**src/rtl/ysyx_commit_flush_ctrl.sv**
```systemverilog
// ---------------------------------------------------------------------------
// ysyx_commit_flush_ctrl
//
// Commit-side flush/fence sequencer. It sits between the WBU retire stream
// and the front end. When a retiring instruction asks for a pipeline flush,
// a system retire, a fence or a fence.i, this block does the following:
//   1. pulses `flush` for one cycle to squash younger work,
//   2. holds `stall_commit` so the ROB stops retiring,
//   3. waits for the store buffer to drain (fence / fence.i),
//   4. requests an I-cache invalidate (fence.i only),
//   5. redirects fetch to the retired instruction's npc.
// It also keeps a saturating count of stalled commit cycles for perf.
//
// Every output is decoded from registered state. No input reaches an
// output combinationally.
//
// Ports:
//   clock             core clock
//   reset             synchronous, active-high reset
//   retire_valid      one instruction retires this cycle
//   retire_pc         pc of the retiring instruction (trace only)
//   retire_npc        architectural next pc of the retiring instruction
//   retire_flush_pipe retiring instruction needs a pipeline flush
//   retire_sys        system-instruction retire, handled like a flush
//   retire_fence_time fence: drain the store buffer before refetch
//   retire_fence_i    fence.i: drain, then invalidate the I-cache
//   sb_empty          store buffer has no pending stores
//   icache_inv_ack    I-cache invalidate done (single-cycle pulse)
//   flush             one-cycle squash pulse to IFU/IDU/ROB/RS
//   redirect_valid    one-cycle fetch redirect strobe
//   redirect_pc       redirect target, 0 when no redirect is issued
//   icache_inv_req    level request to invalidate the I-cache
//   stall_commit      ROB must not retire this cycle
//   stall_cycles      saturating count of cycles with stall_commit=1
// ---------------------------------------------------------------------------
module ysyx_commit_flush_ctrl #(
   parameter int XLEN  = 32,
   parameter int CNT_W = 32
) (
   input  logic             clock,
   input  logic             reset,
   input  logic             retire_valid,
   input  logic [XLEN-1:0]  retire_pc,
   input  logic [XLEN-1:0]  retire_npc,
   input  logic             retire_flush_pipe,
   input  logic             retire_sys,
   input  logic             retire_fence_time,
   input  logic             retire_fence_i,
   input  logic             sb_empty,
   input  logic             icache_inv_ack,
   output logic             flush,
   output logic             redirect_valid,
   output logic [XLEN-1:0]  redirect_pc,
   output logic             icache_inv_req,
   output logic             stall_commit,
   output logic [CNT_W-1:0] stall_cycles
);

   typedef enum logic [1:0] {
      IDLE  = 2'd0,
      DRAIN = 2'd1,
      INVAL = 2'd2,
      REDIR = 2'd3
   } state_t;

   // Which kind of sequence is in flight. Flush and sys share one kind
   // because they follow the same path.
   typedef enum logic [1:0] {
      K_NONE    = 2'd0,
      K_FLUSH   = 2'd1,
      K_FENCE   = 2'd2,
      K_FENCE_I = 2'd3
   } kind_t;

   state_t           state;
   kind_t            kind;
   kind_t            trig_kind;
   logic [XLEN-1:0]  tgt;
   logic             flush_q;
   logic [CNT_W-1:0] stall_cnt;

   // Pick the highest-priority request flag:
   // fence.i > fence > flush_pipe = sys.
   // NOTE: every variable written in always_comb gets a default first,
   // so that no path through the block can infer a latch.
   always_comb begin
      trig_kind = K_NONE;
      if (retire_fence_i)
         trig_kind = K_FENCE_I;
      else if (retire_fence_time)
         trig_kind = K_FENCE;
      else if (retire_flush_pipe || retire_sys)
         trig_kind = K_FLUSH;
   end

   // NOTE: sequential state uses non-blocking assignments only. All
   // registers then update together at the edge, whatever order the
   // statements appear in.
   always_ff @(posedge clock) begin
      if (reset) begin
         state     <= IDLE;
         kind      <= K_NONE;
         tgt       <= '0;
         flush_q   <= 1'b0;
         stall_cnt <= '0;
      end else begin
         // The flush pulse lasts one cycle unless a new trigger sets it below.
         flush_q <= 1'b0;

         if (stall_commit && (stall_cnt != '1))
            stall_cnt <= stall_cnt + CNT_W'(1);

         unique case (state)
            IDLE: begin
               // In IDLE, flush_q is always 0, so stall_commit is low. Any
               // retire here is legal. A retire with no flags does nothing.
               if (retire_valid && (trig_kind != K_NONE)) begin
                  tgt     <= retire_npc;
                  kind    <= trig_kind;
                  flush_q <= 1'b1;
                  state   <= (trig_kind == K_FLUSH) ? REDIR : DRAIN;
               end
            end
            DRAIN: begin
               if (sb_empty)
                  state <= (kind == K_FENCE_I) ? INVAL : REDIR;
            end
            INVAL: begin
               if (icache_inv_ack)
                  state <= REDIR;
            end
            REDIR: begin
               state <= IDLE;
            end
            default: begin
               state <= IDLE;
            end
         endcase
      end
   end

   assign flush          = flush_q;
   assign redirect_valid = (state == REDIR);
   assign redirect_pc    = (state == REDIR) ? tgt : '0;
   assign icache_inv_req = (state == INVAL);
   assign stall_commit   = (state != IDLE) || flush_q;
   assign stall_cycles   = stall_cnt;

   // A retire while commit is stalled breaks the protocol. The FSM ignores
   // it (no relatch) and this check flags it in simulation. The report is a
   // warning, so the run keeps going.
   always @(posedge clock) begin
      if (!reset && retire_valid && stall_commit)
         assert (1'b0)
         else $warning("retire while commit stalled ignored: pc=%h npc=%h",
                       retire_pc, retire_npc);
   end

endmodule

```
**config.mk**
```make
export PLATFORM = sky130hd
export DESIGN_NAME = ysyx_commit_flush_ctrl
export DESIGN_NICKNAME = d
export VERILOG_FILES = /design/src/rtl/ysyx_commit_flush_ctrl.sv
export SDC_FILE = /design/constraint.sdc
export NUM_CORES = 1
export LEC_CHECK = 0
export CAP_MARGIN = 5
export CORE_MARGIN = 2
export CORE_UTILIZATION = 46
export DETAILED_ROUTE_END_ITERATION = 12
export PLACE_DENSITY = 0.82
export SLEW_MARGIN = 25
export SYNTH_ARGS = -nofsm -noshare
export SYNTH_HDL_FRONTEND = slang
export SYNTH_SLANG_ARGS = --single-unit
```
**constraint.sdc**
```tcl
create_clock -name clock -period 3.95 [get_ports clock]
set_input_delay 0.5925 -clock clock [delete_from_list [all_inputs] [get_ports clock]]
set_output_delay 0.5925 -clock clock [all_outputs]
set_load 0.02 [all_outputs]
```
==> metrics, run 1 <==
status completed; number of cells after detailed placement 588; number of slew-limit violations in the final report 0; HPWL after detailed placement 5.87 mm; effective utilization at floorplan 47.9%; reg2reg end stall_cycles[31]; Clock Pin Slew Worst Setup and Hold Paths 60 ps; netlist area before placement 3270 sq um; slack of the worst reg-to-reg path 1360 ps; Worst setup SP type register; final hold vios 0; Yosys top cell by area dfxtp_1; flop and latch count out of synthesis 69; IO Count 141; number of DRC markers in iteration 0 178; RSZ-0062 raised after global routing no; Setup TNS 0 ps; highest net fanout along the worst path 33; cell types with the highest counts after synthesis nand2_1 (77), dfxtp_1 (69), a21oi_1 (50), and2_1 (36), nor2_1 (20); final standard cell area without fillers 4590 sq um; top area cells in the synthesized netlist dfxtp_1 (42%), nand2_1 (8.8%), a21oi_1 (7.7%); drt drc 0; total leakage power 0.00159 uW; via count of the first global-routing pass 2950; net count of the finished layout 582; average wire per cell in the routed design 14.2 um; horizontal extent of the die 88.3 um; Crit Path Class register to output port; critical hold path startpoint tgt[1]; Post-Route Skew 9.23 ps; Least-Margin Pin Slew 909 ps; count of cell types in the netlist 48; RR Startpoint stall_cycles[21]; area of the die 7800 sq um; ratio of cells with drive above 1 in the final layout 5.33%; H-tree depth 3; post-synthesis cell count 404; grt total ovfl 0; Die Y 88.3 um; post-DR vias/cell 5.36; Worst Hold Path EP tgt[1]; Avg Inst Size Synth 8.10 sq um; clock root buffer clkbuf_8; wire length of the first global-routing pass 13.6 mm; CP required 3360 ps; total clock buffers created by CTS 9; Filler Cell Count 595; share of the yosys chip area belonging to registers 42.2%; number of cells in the finished layout apart from fillers 603; Clock Sinks 69; CTS tree done; dominant cell by count in the synthesized netlist nand2_1; most common flop cell mapped by yosys dfxtp_1; Via Count 3230; endpoint type of the worst setup path output port; area growth from synthesis to layout 40.3%; Diodes inserted 0; power density normalized to cell area 424 nW/um^2; arrival time at the worst endpoint 2390 ps; pin count of the biggest net entering global routing 57; count of max-cap constraint violations 0; antenna violations before repair 0; clk buf depth 2; Area after DPL 4390 sq um; number of buffers inserted by port buffering 108; Slew HR 39.4%; DRT antenna net count 0; worst skew pair latency 330 ps; hold path depth 2; number of setup violations in the final report 0; drt pass-1 iters 4; portion of synthesized cell area occupied by the leading cell type 42.2%; count of warnings emitted by yosys 0; count of flip-flops with a built-in enable after synthesis 0; number of hold buffers added after CTS 0; total routing usage reported by global routing 21.8%; worst hold slack across all endpoints 452 ps; placeable core region 6830 sq um; total wire length 8.56 mm; shortest clock period the worst path allows after layout 2980 ps; weighted congestion reported at the end of routability-driven placement 0.815; CTS resizes 0; reg2reg path depth 5; post-synthesis async set-or-reset flop share 0%; buffers inserted by post-CTS timing repair 0; # rows 30; net count after synthesis 483; Fmax achieved 336 MHz; class of the tightest hold or removal check register to register; Tcrit/Tclk final 75.4%; maximum VDD drop 0.000232 V
## cells in the final DEF (no fill, tap or decap), types with 2 or more instances in the layout
master | Yosys | final
nand3_1 | 9 | 9
and3_1 | 5 | 4
inv_1 | 8 | 8
o21ai_1 | 2 | 2
clkdlybuf4s50_1 | 0 | 107
xor2_1 | 6 | 6
a21oi_1 | 50 | 50
or3_1 | 11 | 11
o311ai_1 | 4 | 4
a211oi_1 | 2 | 2
o21ai_0 | 13 | 13
o2111ai_1 | 3 | 3
nand2_1 | 77 | 77
nand4_1 | 8 | 8
buf_4 | 0 | 3
nor2_1 | 20 | 20
or4_1 | 7 | 7
and2_1 | 36 | 36
nor3_1 | 5 | 5
dfxtp_1 | 69 | 69
nor2b_1 | 4 | 4
a31oi_1 | 2 | 2
o31ai_1 | 6 | 6
xnor2_1 | 5 | 5
ha_1 | 6 | 6
and4_1 | 3 | 3
clkbuf_8 | 0 | 14
## metrics by stage
step                      worst slack (ps)  utilization [%]  total power (uW)
after floorplan                       1610                -              1210
after global placement                1180             64.2              1380
after detailed placement              1310             64.3              1400
after CTS                              942             67.1              1950
after global routing                   781             67.2              2070
final                                  971             67.2              1950
## worst max-delay path by stage
stage / from / endpoint / slack [ps] / cells past startpoint
after floorplan: stall_cycles[25] / stall_cycles[6] / 1610 / 7
after global placement: retire_sys / kind[0] / 1180 / 5
after detailed placement: state[1] / redirect_pc[0] / 1310 / 3
after CTS: state[1] / redirect_pc[9] / 940 / 3
after global routing: state[1] / redirect_pc[3] / 780 / 3
final: state[1] / redirect_pc[22] / 970 / 3
## worst max-delay path, cell delays in order, from the launching register on
cell,delay [ps]
dfxtp_1,400
ha_1,780
and2_1,240
clkdlybuf4s50_1,640
## flip-flops by register name, indices dropped and copies added, names as in the netlist
register,cells
tgt,32
kind,2
state,2
flush,1
stall_cycles,32
## power by group
| group | internal (uW) | leakage (uW) | switching (uW) |
|---|---|---|---|
| clock network | 311 | 0.000102 | 244 |
| registers | 778 | 0.000561 | 52.7 |
| logic | 224 | 0.000926 | 336 |
## metal layers
metal	up-vias	track usage (%)	wire length [um]
li1	1605	-	-
met1	1537	29.3	3860
met2	77	34.2	4150
met3	11	4.76	394
met4	0	8.40	153
met5	-	0	0
## cells by family (layout without fill, tap and decap cells)
group	count (synthesis)	after routing	share of synthesized area [%]
multiplexers	2	2	0.650
buffers and inverters	31	134	3.86
XOR/XNOR	11	11	2.95
AND/OR/NAND/NOR	194	194	30.4
AO/OA/AOI/OAI	91	91	17.6
adder cells (fa/ha/maj)	6	6	2.30
flip-flops	69	69	42.2
## area by class of cell
type	instances	area (sq um)	share of cell area [%]
Clock buffer	15	196	4.28
Inverter	9	33.8	0.736
Multi-Input combinational cell	304	1760	38.4
Sequential cell	69	1380	30.1
Tap cell	96	120	2.62
Timing Repair Buffer	110	1090	23.8
(Power assumes the default switching activity.)
==> run 2: changes to the inputs <==
CORE_UTILIZATION = 38   (was 46)
PLACE_DENSITY = 0.72   (was 0.82)
clock period = 2.6 ns   (was 3.95 ns; I/O delays follow)
==> metrics, run 2 (same netlist as run 1, synthesis figures left out) <==
status completed; Diodes inserted 0; count of max-cap constraint violations 0; number of hold buffers added after CTS 0; Least-Margin Pin Slew 572 ps; average wire per cell in the routed design 13.7 um; top library cells by usage in the layout, fill and taps aside clkdlybuf4s50_1 (107), nand2_1 (77), dfxtp_1 (69); final hold vios 0; Worst setup SP type register; post-DR vias/cell 5.14; grt total ovfl 0; number of buffers inserted by port buffering 108; highest net fanout along the worst path 5; Filler Cell Count 785; CTS tree done; via count of the first global-routing pass 2958; H-tree depth 3; class of the tightest hold or removal check register to register; DRT antenna net count 0; Setup TNS 0 ps; total routing usage reported by global routing 17.9%; total wire length 8.51 mm; RSZ-0062 raised after global routing no; maximum VDD drop 0.000266 V; drt drc 0; Slowest-stage cell, CP clkdlybuf4s50_1; CP required 2210 ps; commonest non-fill, non-tap cell in the layout clkdlybuf4s50_1; sequential cell area in the final layout 1380 sq um; worst skew pair latency 340 ps; number of DRC markers in iteration 0 134; endpoint type of the worst setup path output port; IO Count 141; area growth from synthesis to layout 43.5%; number of setup violations in the final report 0; placeable core region 8300 sq um; Tcrit/Tclk final 94.2%; Post-Route Skew 8.11 ps; overall power 3060 uW; Clock Sinks 69; worst hold slack across all endpoints 450 ps; wire length of the first global-routing pass 14.0 mm; crit-path leading delay family buffers and inverters; clock root buffer clkbuf_8; area of the die 9370 sq um; Slew HR 61.6%; total clock buffers created by CTS 9; net count of the finished layout 591; HPWL after detailed placement 6.05 mm; Fmax achieved 408 MHz; # rows 33; number of slew-limit violations in the final report 0; arrival time at the worst endpoint 2060 ps; ratio of cells with drive above 1 in the final layout 7.35%; drt pass-1 iters 4; cells along the critical path inv_1, ha_1, nor2b_2, inv_2, clkdlybuf4s50_1; pin count of the biggest net entering global routing 36; clk buf depth 2; area taken by multi-input logic gates 1770 sq um; Via Count 3194; weighted congestion reported at the end of routability-driven placement 0.829; effective utilization at floorplan 39.4%; power density normalized to cell area 652 nW/um^2; shortest clock period the worst path allows after layout 2450 ps; total leakage power 0.00164 uW; horizontal extent of the die 96.8 um; delay of the slowest cell on the worst path 560 ps; Die Y 96.8 um; Buffers & Inverters on Critical Path 3; Clock Pin Slew Worst Setup and Hold Paths 70 ps; antenna violations before repair 0; Crit Path Class register to output port
[run 2: cell types whose count changed in the layout (fill, tap and decap cells not counted), sizes merged]
cell / before / now
buf: 3 / 12
bufinv: 0 / 2
clkbuf: 15 / 10
clkinv: 0 / 4
[run 2: final cells by class]
type                    count  share of cell area, %
flip-flops and latches     69                   29.4
inverters                   9                  0.720
repair buffers            119                   24.7
well taps                 105                   2.80
clock buffers              10                   2.72
multi-input cells         304                   37.8
clock inverters             6                   1.87
[run 2: worst min-delay path: stages (launching register included)]
cell and delay (ps):
dfxtp_1 310, nand2_1 50, a21oi_1 50
[run 2: per-layer routing]
metal	vias up	global-route usage, %	wire, um
li1	1626	-	-
met1	1479	23.4	4050
met2	81	28.6	4000
met5	-	0	0
met3	8	3.54	361
met4	0	7.91	99
[run 2: worst paths after layout]
kind                                    endpoint     start  slack, ps  cells after the start
worst max-delay path                stall_commit  state[0]        150                      5
worst min-delay path                      tgt[3]    tgt[3]        450                      2
worst max register to register  stall_cycles[31]  state[1]        200                      7
worst min register to register            tgt[3]    tgt[3]        450                      2
[run 2: through the flow]
stage | setup slack, ps | area, sq um | utilization [%] | std cells
after detailed placement | 126 | 4470 | 53.8 | 606
after floorplan | 265 | 3270 | - | 404
after global placement | 258 | 4470 | 53.8 | 606
final | 152 | 4690 | 56.5 | 622
after global routing | 46.0 | 4690 | 56.5 | 622
after CTS | 129 | 4690 | 56.5 | 622
[run 2: timing repair]
action                                  CTS  global route
resized for setup                         1             1
setup buffers                             0             0
endpoints found under the setup margin    1             1
[run 2: report_power, final]
part / total [uW] / internal [uW] / switching, uW / leakage (uW)
combinational: 863 / 353 / 510 / 0.000970
clock: 938 / 540 / 398 / 0.000110
sequential: 1260 / 1180 / 78.3 / 0.000561
==> run 3: changes to the inputs <==
CORE_UTILIZATION = 42   (was 38)
PLACE_DENSITY = 0.76   (was 0.72)
clock period = 2.65 ns   (was 2.6 ns; I/O delays follow)
==> metrics, run 3 (same netlist as run 1, synthesis figures left out) <==
Worst Setup SP state[0]; crit-path leading delay family buffers and inverters; switching component of the power 986 uW; reg2reg end stall_cycles[31]; critical hold path startpoint reset; area taken by multi-input logic gates 1770 sq um; final critical-path setup slack 179 ps; total clock buffers created by CTS 9; average wire per cell in the routed design 13.7 um; weighted congestion reported at the end of routability-driven placement 0.797; delay of the slowest cell on the worst path 560 ps; post-DR vias/cell 5.28; final cell utilization of the core 61.5%; count of max-cap constraint violations 0; CTS tree done; worst skew pair latency 340 ps; total routing usage reported by global routing 20.2%; status completed; cells along the critical path inv_1, ha_1, nor2b_2, inv_2, clkdlybuf4s50_1; area of the die 8510 sq um; number of DRC markers in iteration 0 110; Diodes inserted 0; Buffers & Inverters on Critical Path 3; via count of the first global-routing pass 3057; class of the tightest hold or removal check input port to register; grt total ovfl 0; IO Count 141; Worst Hold Path EP stall_cycles[1]; Via Count 3261; antenna violations before repair 0; Slowest-stage cell, CP clkdlybuf4s50_1; Tcrit/Tclk final 93.3%; reg2reg path depth 7; power density normalized to cell area 651 nW/um^2; clock root buffer clkbuf_8; ratio of cells with drive above 1 in the final layout 7.36%; sequential group share of total power 40.4%; shortest clock period the worst path allows after layout 2470 ps; effective utilization at floorplan 42.8%; drt pass-1 iters 5; slack of the worst reg-to-reg path 240 ps; drt drc 0; Clk pwr share 31.2%; total leakage power 0.00164 uW; highest net fanout along the worst path 5; count of cell instances traversed by the critical path 5; placeable core region 7650 sq um; DRT antenna net count 0; Filler Cell Count 682; horizontal extent of the die 92.2 um; number of cells after detailed placement 602; Least-Margin Pin Slew 579 ps; worst slack at placement 173 ps; Post-Route Skew 12.2 ps; top library cells by usage in the layout, fill and taps aside clkdlybuf4s50_1 (107), nand2_1 (77), dfxtp_1 (69); wire length of the first global-routing pass 14.0 mm; sequential cell area in the final layout 1380 sq um; Clock Sinks 69; overall power 3060 uW; arrival time at the worst endpoint 2070 ps; pin count of the biggest net entering global routing 34; net count of the finished layout 590; number of cells in the finished layout apart from fillers 618; number of slew-limit violations in the final report 0; RSZ-0062 raised after global routing no; number of setup violations in the final report 0; final hold vios 0; area growth from synthesis to layout 43.8%; H-tree depth 3; Clock Pin Slew Worst Setup and Hold Paths 80 ps; total wire length 8.47 mm; Worst setup SP type register; clk buf depth 2; Crit Path Class register to output port; endpoint type of the worst setup path output port; share of total power consumed by net switching 32.2%; Slew HR 61.4%; CP required 2250 ps; buffers inserted by post-CTS timing repair 0; maximum VDD drop 0.000312 V; # rows 32; Setup TNS 0 ps; Die Y 92.2 um; hold path depth 2; number of buffers inserted by port buffering 108; combinational share of power 28.4%; commonest non-fill, non-tap cell in the layout clkdlybuf4s50_1; Int Power 2070 uW; HPWL after detailed placement 5.91 mm; RR Startpoint state[1]; Fmax achieved 405 MHz
-- run 3: cell types whose count changed in the layout (fill, tap and decap cells not counted), sizes merged --
| cell | before | now |
|---|---|---|
| clkinv | 4 | 3 |
| buf | 12 | 11 |
| clkinvlp | 0 | 1 |
-- run 3: power by group through the flow --
stage	clock [uW]	combinational, uW	sequential [uW]
finish	955	868	1240
CTS	975	868	1240
floorplan	0	536	1260
global placement	0	842	1250
detailed placement	0	864	1260
global route	1020	964	1260
-- run 3: cell type report --
type / count / share of cell area (%)
tap: 102 / 2.71
timing repair buffer: 118 / 24.7
clock buffer: 10 / 2.93
multi-input combinational: 304 / 37.7
clock inverter: 6 / 1.84
sequential: 69 / 29.4
inverter: 9 / 0.718
-- run 3: what timing repair did --
action	4_1_cts	5_1_grt
setup endpoints to repair	0	2
gates resized for setup	0	2
hold buffers	0	0
-- run 3: worst max path at each step --
stage,to,slack (ps)
after global placement,stall_cycles[31],310
after detailed placement,stall_cycles[31],170
after global routing,stall_cycles[31],40
after floorplan,stall_cycles[6],310
final,stall_commit,180
after CTS,stall_commit,4
-- run 3: through the flow --
step                      hold WS, ps  cell area (sq um)
final                             412               4700
after global routing              427               4700
after CTS                         407               4690
after detailed placement          442               4470
after global placement            437               4470
after floorplan                   432               3270
-- run 3: routing by layer --
layer | routed length (um) | track usage, %
met1 | 3830 | 25.9
met5 | 0 | 0
met4 | 168 | 8.58
met2 | 4050 | 33.6
met3 | 425 | 3.37
